[src/rtl/alu_arb_pkg.sv]
// alu_arb_pkg: shared width, opcode and FSM state definitions for the shared-ALU arbiter
package alu_arb_pkg;
    localparam int WIDTH = 8;
    typedef enum logic [1:0] {OP_ADD, OP_AND, OP_OR, OP_OP3} alu_op_t;
    typedef enum logic [1:0] {S_IDLE, S_EXEC, S_RESP} arb_state_t;
endpackage

[src/rtl/alu_arb_core.sv]
// alu_arb_core: combinational ADD/AND/OR/op3 ALU; op3 is ACC when ALU_ACC_EN is defined, XOR otherwise
module alu_arb_core
    import alu_arb_pkg::*;
#(
    parameter int WIDTH = 8
) (
    input  logic [WIDTH-1:0] i_a,
    input  logic [WIDTH-1:0] i_b,
    input  logic [1:0]       i_op,
    input  logic [WIDTH-1:0] i_acc,
    output logic [WIDTH-1:0] o_result,
    output logic             o_carry
);
`ifdef ALU_ACC_EN
    localparam logic ACC = 1'b1;
`else
    localparam logic ACC = 1'b0;
`endif
    logic [WIDTH:0] w_sum;
    logic           w_arith;
    // ACC reuses the adder with the accumulator in place of operand b
    always_comb begin
        w_arith  = i_op == OP_ADD || (ACC && i_op == OP_OP3);
        w_sum    = {1'b0, i_a} + {1'b0, (ACC && i_op == OP_OP3) ? i_acc : i_b};
        o_result = w_arith ? w_sum[WIDTH-1:0] : i_op == OP_AND ? i_a & i_b : i_op == OP_OR ? i_a | i_b : i_a ^ i_b;
        o_carry  = w_arith & w_sum[WIDTH];
    end
endmodule

[src/rtl/alu_share_arbiter.sv]
// alu_share_arbiter: round-robin sharing of one ALU between two requesters (ALU_ACC_EN enables the accumulator op)
module alu_share_arbiter #(
    parameter int WIDTH = alu_arb_pkg::WIDTH
) (
    input  logic             clk,
    input  logic             rst_n,
    input  logic             req0_valid,
    output logic             req0_ready,
    input  logic [WIDTH-1:0] req0_a,
    input  logic [WIDTH-1:0] req0_b,
    input  logic [1:0]       req0_op,
    input  logic             req1_valid,
    output logic             req1_ready,
    input  logic [WIDTH-1:0] req1_a,
    input  logic [WIDTH-1:0] req1_b,
    input  logic [1:0]       req1_op,
    output logic             rsp_valid,
    input  logic             rsp_ready,
    output logic             rsp_id,
    output logic [WIDTH-1:0] rsp_data,
    output logic             rsp_carry,
    output logic             busy
);
    import alu_arb_pkg::*;
    arb_state_t       r_state;
    logic             r_last_gnt;
    logic             r_id;
    logic [WIDTH-1:0] r_a;
    logic [WIDTH-1:0] r_b;
    logic [1:0]       r_op;
    logic             w_idle;
    logic             w_gnt;
    logic             w_accept;
    logic [WIDTH-1:0] w_acc;
    logic [WIDTH-1:0] w_result;
    logic             w_carry;

    // ready is gated by rst_n so both readys read 0 while reset is held
    assign w_idle     = rst_n && r_state == S_IDLE;
    assign w_gnt      = (req0_valid && req1_valid) ? !r_last_gnt : req1_valid;
    assign req0_ready = w_idle && req0_valid && !w_gnt;
    assign req1_ready = w_idle && req1_valid && w_gnt;
    assign w_accept   = req0_ready || req1_ready;
    assign rsp_valid  = r_state == S_RESP;
    assign busy       = r_state != S_IDLE;

    alu_arb_core #(.WIDTH(WIDTH)) u_core (
        .i_a      (r_a),
        .i_b      (r_b),
        .i_op     (r_op),
        .i_acc    (w_acc),
        .o_result (w_result),
        .o_carry  (w_carry)
    );

`ifdef ALU_ACC_EN
    logic [WIDTH-1:0] r_acc;
    assign w_acc = r_acc;
    // accumulator captures the ACC result as the FSM enters RESP
    always_ff @(posedge clk or negedge rst_n) begin
        if (!rst_n)
            r_acc <= '0;
        else if (r_state == S_EXEC && r_op == OP_OP3)
            r_acc <= w_result;
    end
`else
    assign w_acc = '0;
`endif

    // IDLE latches the winner, EXEC registers the ALU result, RESP holds until consumed
    always_ff @(posedge clk or negedge rst_n) begin
        if (!rst_n) begin
            r_state    <= S_IDLE;
            r_last_gnt <= 1'b1;
            r_id       <= 1'b0;
            r_a        <= '0;
            r_b        <= '0;
            r_op       <= '0;
            rsp_id     <= 1'b0;
            rsp_data   <= '0;
            rsp_carry  <= 1'b0;
        end else if (r_state == S_IDLE && w_accept) begin
            r_a        <= w_gnt ? req1_a : req0_a;
            r_b        <= w_gnt ? req1_b : req0_b;
            r_op       <= w_gnt ? req1_op : req0_op;
            r_id       <= w_gnt;
            r_last_gnt <= w_gnt;
            r_state    <= S_EXEC;
        end else if (r_state == S_EXEC) begin
            rsp_data   <= w_result;
            rsp_carry  <= w_carry;
            rsp_id     <= r_id;
            r_state    <= S_RESP;
        end else if (r_state == S_RESP && rsp_ready) begin
            r_state    <= S_IDLE;
        end
    end
endmodule

[config.mk]
export PLATFORM = sky130hd
export DESIGN_NAME = alu_share_arbiter
export DESIGN_NICKNAME = d
export VERILOG_FILES = /design/src/rtl/alu_arb_pkg.sv /design/src/rtl/alu_arb_core.sv /design/src/rtl/alu_share_arbiter.sv
export SDC_FILE = /design/constraint.sdc
export NUM_CORES = 1
export LEC_CHECK = 0
export ABC_CLOCK_PERIOD_IN_PS = 1900
export CORE_AREA = 2 2 88 65
export CTS_CLUSTER_SIZE = 16
export DETAILED_ROUTE_END_ITERATION = 7
export DIE_AREA = 0 0 90 67
export GPL_TIMING_DRIVEN = 0
export PLACE_DENSITY = 0.75
export SLEW_MARGIN = 25
export SYNTH_ARGS = -nofsm -noshare
export SYNTH_HDL_FRONTEND = slang
export SYNTH_SLANG_ARGS = --single-unit
[constraint.sdc]
create_clock -name clk -period 1.9 [get_ports clk]
set_clock_uncertainty 0.05 [all_clocks]
set_input_delay 0.38 -clock clk [delete_from_list [all_inputs] [get_ports clk]]
set_output_delay 0.38 -clock clk [all_outputs]
set_load 0.02 [all_outputs]
**After elaboration in Yosys (flattened, before gate mapping)**

Cells that the tools add are included.

- Logic and storage cells: 45
- Memories kept: 0
- Output and inout port bits: 14
- Bits in latches: 0
- Bits in registers: 32
- Memory bits (writable): 0
- Input bits: 41
- ROM bits: 0

- Shift-type cells: 0
- Mux-type cells: 10
- $mul: 0
- Eq/ne operators: 4
- Bitwise operators: 5
- $lt $le $gt $ge: 0
- Reductions and logical operators: 16
- $add $sub $neg: 1
- Div/mod/pow operators: 0

Operators with widths:

| kind | count |
|---|---|
| $mux W8 | 5 |
| $add A8 B8 Y9 | 1 |
| $and A8 B8 Y8 | 1 |
| $logic_and A1 B1 Y1 | 8 |
| $mux W2 | 4 |
| $or A8 B8 Y8 | 1 |
| $xor A8 B8 Y8 | 1 |
| $eq A2 B1 Y1 const B | 2 |
| $eq A2 B2 Y1 const B | 2 |
| $logic_not A2 Y1 | 2 |
| $reduce_bool A3 Y1 | 1 |
| $logic_not A1 Y1 | 2 |
| $reduce_and A2 Y1 | 1 |
| $reduce_bool A2 Y1 | 1 |
| $and A1 B1 Y1 | 1 |
| $logic_or A1 B1 Y1 | 1 |
| $mux W1 | 1 |
| $not A1 Y1 | 1 |

**Depth between registers and ports, before layout**

- Depth in word-level cells: 8
- Mapped depth: 8
- Gate-level depth less buffers: 8

**Hierarchy**

Synthesis repeated with hierarchy kept, for this count alone.

- Cells, all modules: 213
- Area total of the unflattened synthesis: 2114.5 sq um

Modules (own cells, without submodules):

| module | sequential area each (sq um) | cells an instance | area an instance (sq um) | instances |
|---|---|---|---|---|
| alu_share_arbiter | 802.0 | 105 | 1392.6 | 1 |
| alu_arb_core | 0.0 | 108 | 721.9 | 1 |

**Worst setup path after synthesis**

OpenSTA, ideal clock, no wires.

- Path type: reg2reg
- From: reg r_b[0]
- To: reg rsp_data[2]
- Stages on the path, launching flop included: 8
- Setup time: 0.117 ns
- Buffers on the path: 0
- Data required time: 1.733 ns
- Arrival time: 1.684 ns
- Clock period less this slack: 1.851 ns
- Setup slack: 0.049 ns
- Path through: dfrtp_1 ha_1 inv_1 fa_1 xnor2_1 mux4_2 nand2_1 nand2_1

- Cells in the longest elaborated chain, start to end: 2

RTL lines:

| what | line | source |
|---|---|---|
| from (decl) | alu_share_arbiter.sv:29 | `logic [WIDTH-1:0] r_b;` |
| from (signal assigned) | alu_share_arbiter.sv:84 | `r_b <= w_gnt ? req1_b : req0_b;` |
| $add A8 B8 Y9 | alu_arb_core.sv:24 | `w_sum = {1'b0, i_a} + {1'b0, (ACC && i_op == OP_OP3) ? i_acc : i_b};` |
| $mux W8 | alu_arb_core.sv:25 | `o_result = w_arith ? w_sum[WIDTH-1:0] : i_op == OP_AND ? i_a & i_b : i_op == OP_OR ? i_a \| i_b : i_a ^ i_b;` |
| to (signal assigned) | alu_share_arbiter.sv:90 | `rsp_data <= w_result;` |
| to (decl) | alu_share_arbiter.sv:20 | `output logic [WIDTH-1:0] rsp_data,` |

Every way passes these cells.
A chain may end at the register's enable or synchronous reset.

**Worst setup path in the final report**

- From: reg r_a[0]
- To: reg rsp_data[2]

- Cells in the longest elaborated chain, start to end: 2

RTL lines:

| what | line | source |
|---|---|---|
| from (decl) | alu_share_arbiter.sv:28 | `logic [WIDTH-1:0] r_a;` |
| from (signal assigned) | alu_share_arbiter.sv:83 | `r_a <= w_gnt ? req1_a : req0_a;` |
| $add A8 B8 Y9 | alu_arb_core.sv:24 |  |
| $mux W8 | alu_arb_core.sv:25 |  |

Every way passes these cells.

==> impl_metrics.ini <==
[worst_setup_path]
criticalPathCategory = reg -> reg
cp_cell_sequence = ha_2, inv_2, fa_2, xnor2_1, mux4_2, nand2_1, nand2_1
reg2reg_to = rsp_data[2]
slowest_delay_ns = 0.47
crit_top_cell = nand2_1
critical_path.max_fanout = 2
worstRegToRegCells = 7
crit_arrival_ns = 2.02
path_delay_family = adder cells
critPathBufInv = 1
rr_startpoint = r_a[0]
cp-start-kind = flop
cp_slowest_cell = mux4_2
crit_required_ns = 2.03
cp-end-kind = flop
worst-r2r-setup-slack_ns = 0.008

[route]
drt_iter0_drc = 112
drc = 0
drt_first_pass_iters = 4
wl_um = 5200
vias = 1917
viasPerCell = 4.97
ant_nets = 0
wl_per_cell_um = 13.5

[placement]
place_hpwl_um = 3800
io_buffers = 54
post-place-ws_ns = -0.775
post-place-cells = 367
gp_congestion = 0.819

[grt]
grt_pass1_vias = 1808
grt_use_met1_pct = 25.8
grt_max_degree = 21
grtUsageTotal_pct = 18.9
busiest_layer = met2
grt_pass1_wl_um = 8740
use_met2_pct = 29.0
met3_usage_pct = 4.86
grt.overflow.total = 0
antenna_found_initial = 0

[clock_network]
cts_tree = built
clock_path_buffers = 2
clk_pin_slew_ns = 0.07
cts_root_buf = clkbuf_8
cts_max_level = 2
numCtsBuffers = 5
clkLatencyLatePin_ns = 0.29
cts.sinks = 32

[power]
peakVddDrop_mv = 0.581
p_leak_nw = 1.46
power.density_mw_per_mm2 = 1690

[yosys]
synth_top_family_by_area = compound AO/OA/AOI/OAI gates
synth.net_count = 298
synth_cell_types = 49
yosys.area_share.xor_xnor_pct = 0.773
synthSimpleGateAreaFrac_pct = 14.2
synth_cells = 240
seq_area_frac_synth_pct = 35.4
synthFlopType = dfrtp_1
synthAdderAreaFrac_pct = 9.72
postSynthAreaPerCell_um2 = 9.44
synth_area_mm2 = 0.00227
yosys_warnings = 0
synth_compound_area_share_pct = 20.3
synthMuxAreaShare_pct = 11.2
synth_edf_count = 0
async_flop_share_pct = 100
synth-seq-cells = 32

[finish]
final_cells = 386
nFillCells = 458
final_util_pct = 61.8
drive_gt1_share_pct = 24.8
nNetsFinal = 371
diodes = 0
syn_to_final_growth_pct = 39.7

[timing]
worst_slack_ns = 0.00786
setup_viol = 0
max_freq_mhz = 529
worst_slew_pin_slew_ns = 0.509
grt_setup_unrepaired = true
slew_violations = 0
relSlewSlack_pct = 65.9
fin_crit_ns = 1.89
finalCritPeriodShare_pct = 99.6
hold_viol = 0

[status]
status = completed

[floorplanning]
die_x_um = 90
design.die.area_mm2 = 0.00603
core_area_mm2 = 0.00512
initial_utilization_pct = 44.3
rows = 22
ios = 55
die_h_um = 67

[min_path]
hp-class = in -> async

[job]
max_cap_violations = 0
==> layout make-up <==
class | count | area (µm²) | area share, %
buffer | 12 | 115 | 3.64
clock buffer | 6 | 82.6 | 2.61
clock inverter | 2 | 10.0 | 0.316
inverter | 23 | 86.3 | 2.73
multi-input combinational | 173 | 1340 | 42.3
sequential | 32 | 802 | 25.3
tap | 72 | 90.1 | 2.85
timing repair buffer | 66 | 639 | 20.2
==> power by group <==
group | switching (mW) | leakage (nW) | total (mW) | internal (mW)
registers | 0.254 | 0.366 | 1.28 | 1.02
clock network | 0.258 | 0.0510 | 0.546 | 0.289
logic | 1.85 | 1.05 | 3.52 | 1.67
==> registers in the layout (all words and copies together), names as in the netlist <==
register	flops
r_last_gnt	1
r_b	8
r_id	1
rsp_data	8
r_state	2
r_op	2
rsp_carry	1
rsp_id	1
r_a	8
==> layout by cell type, fill, tap and decap left out, types with 4 or more instances in the layout <==
cell type        instances
nor2b_1                  4
a21o_1                   5
inv_1                   19
nand2_1                 20
buf_2                    6
nor2_1                  17
buf_4                   12
nor2_2                  10
mux2i_1                 22
clkdlybuf4s50_1         47
o21ai_1                 12
ha_1                    12
inv_2                    4
dfrtp_1                 31
a21oi_1                 17
a21oi_2                 13
clkbuf_8                 6
==> metrics by stage <==
stage	area, µm²	setup TNS [ns]	total power [mW]	hold slack, ns
6_report	3170	0	5.35	0.104
5_1_grt	3170	-0.211	5.80	0.0932
4_1_cts	3140	0	5.26	0.0979
3_5_place_dp	2920	-2.54	4.46	0.242
3_3_place_gp	2900	-32.94	4.37	0.409
2_1_floorplan	2270	0	3.59	0.0344
==> cells in the mapped netlist, drive strengths merged (2+ instances only) <==
| library cell | instances | area (µm²) |
|---|---|---|
| dfrtp | 31 | 776 |
| a21oi | 30 | 195 |
| a21o | 5 | 37.5 |
| a22o | 2 | 17.5 |
| nor2b | 5 | 31.3 |
| inv | 23 | 86.3 |
| or2 | 3 | 21.3 |
| nor3 | 2 | 10.0 |
| nor2 | 28 | 146 |
| ha | 16 | 200 |
| o21ai | 14 | 70.1 |
| nand2 | 20 | 75.1 |
| o211ai | 3 | 22.5 |
| a221oi | 2 | 17.5 |
| mux2i | 22 | 220 |
| buf | 11 | 98.9 |
==> cell families after synthesis <==
logic type               Yosys count
AO/OA/AOI/OAI                     66
AND/OR/NAND/NOR                   64
buffers and inverters             35
flip-flops                        32
multiplexers                      24
adder cells (fa/ha/maj)           17
XOR/XNOR                           2
==> routing by layer <==
| layer | wire [µm] | share of wire [%] | vias up |
|---|---|---|---|
| li1 | - | - | 967 |
| met3 | 329 | 6.3 | 8 |
| met4 | 76 | 1.5 | 0 |
| met1 | 2620 | 50 | 879 |
| met5 | 0 | 0 | - |
| met2 | 2180 | 42 | 63 |
==> how the worst max path moves through the flow <==
stage                           from     endpoint  cells past startpoint
after global routing          r_b[0]  rsp_data[2]                      7
after detailed placement  req1_valid   req1_ready                      5
after floorplan               r_b[0]  rsp_data[2]                      7
final                         r_a[0]  rsp_data[2]                      7
after global placement         rst_n   req1_ready                      5
after CTS                     r_b[0]  rsp_data[2]                      7
==> timing repair <==
action,in CTS,in global routing
setup buffers,9,0
resized for setup,27,7
hold endpoints to repair,11,0
pin swaps,3,3
setup endpoints to repair,9,8
hold buffers,2,0
(Power assumes the default switching activity.)
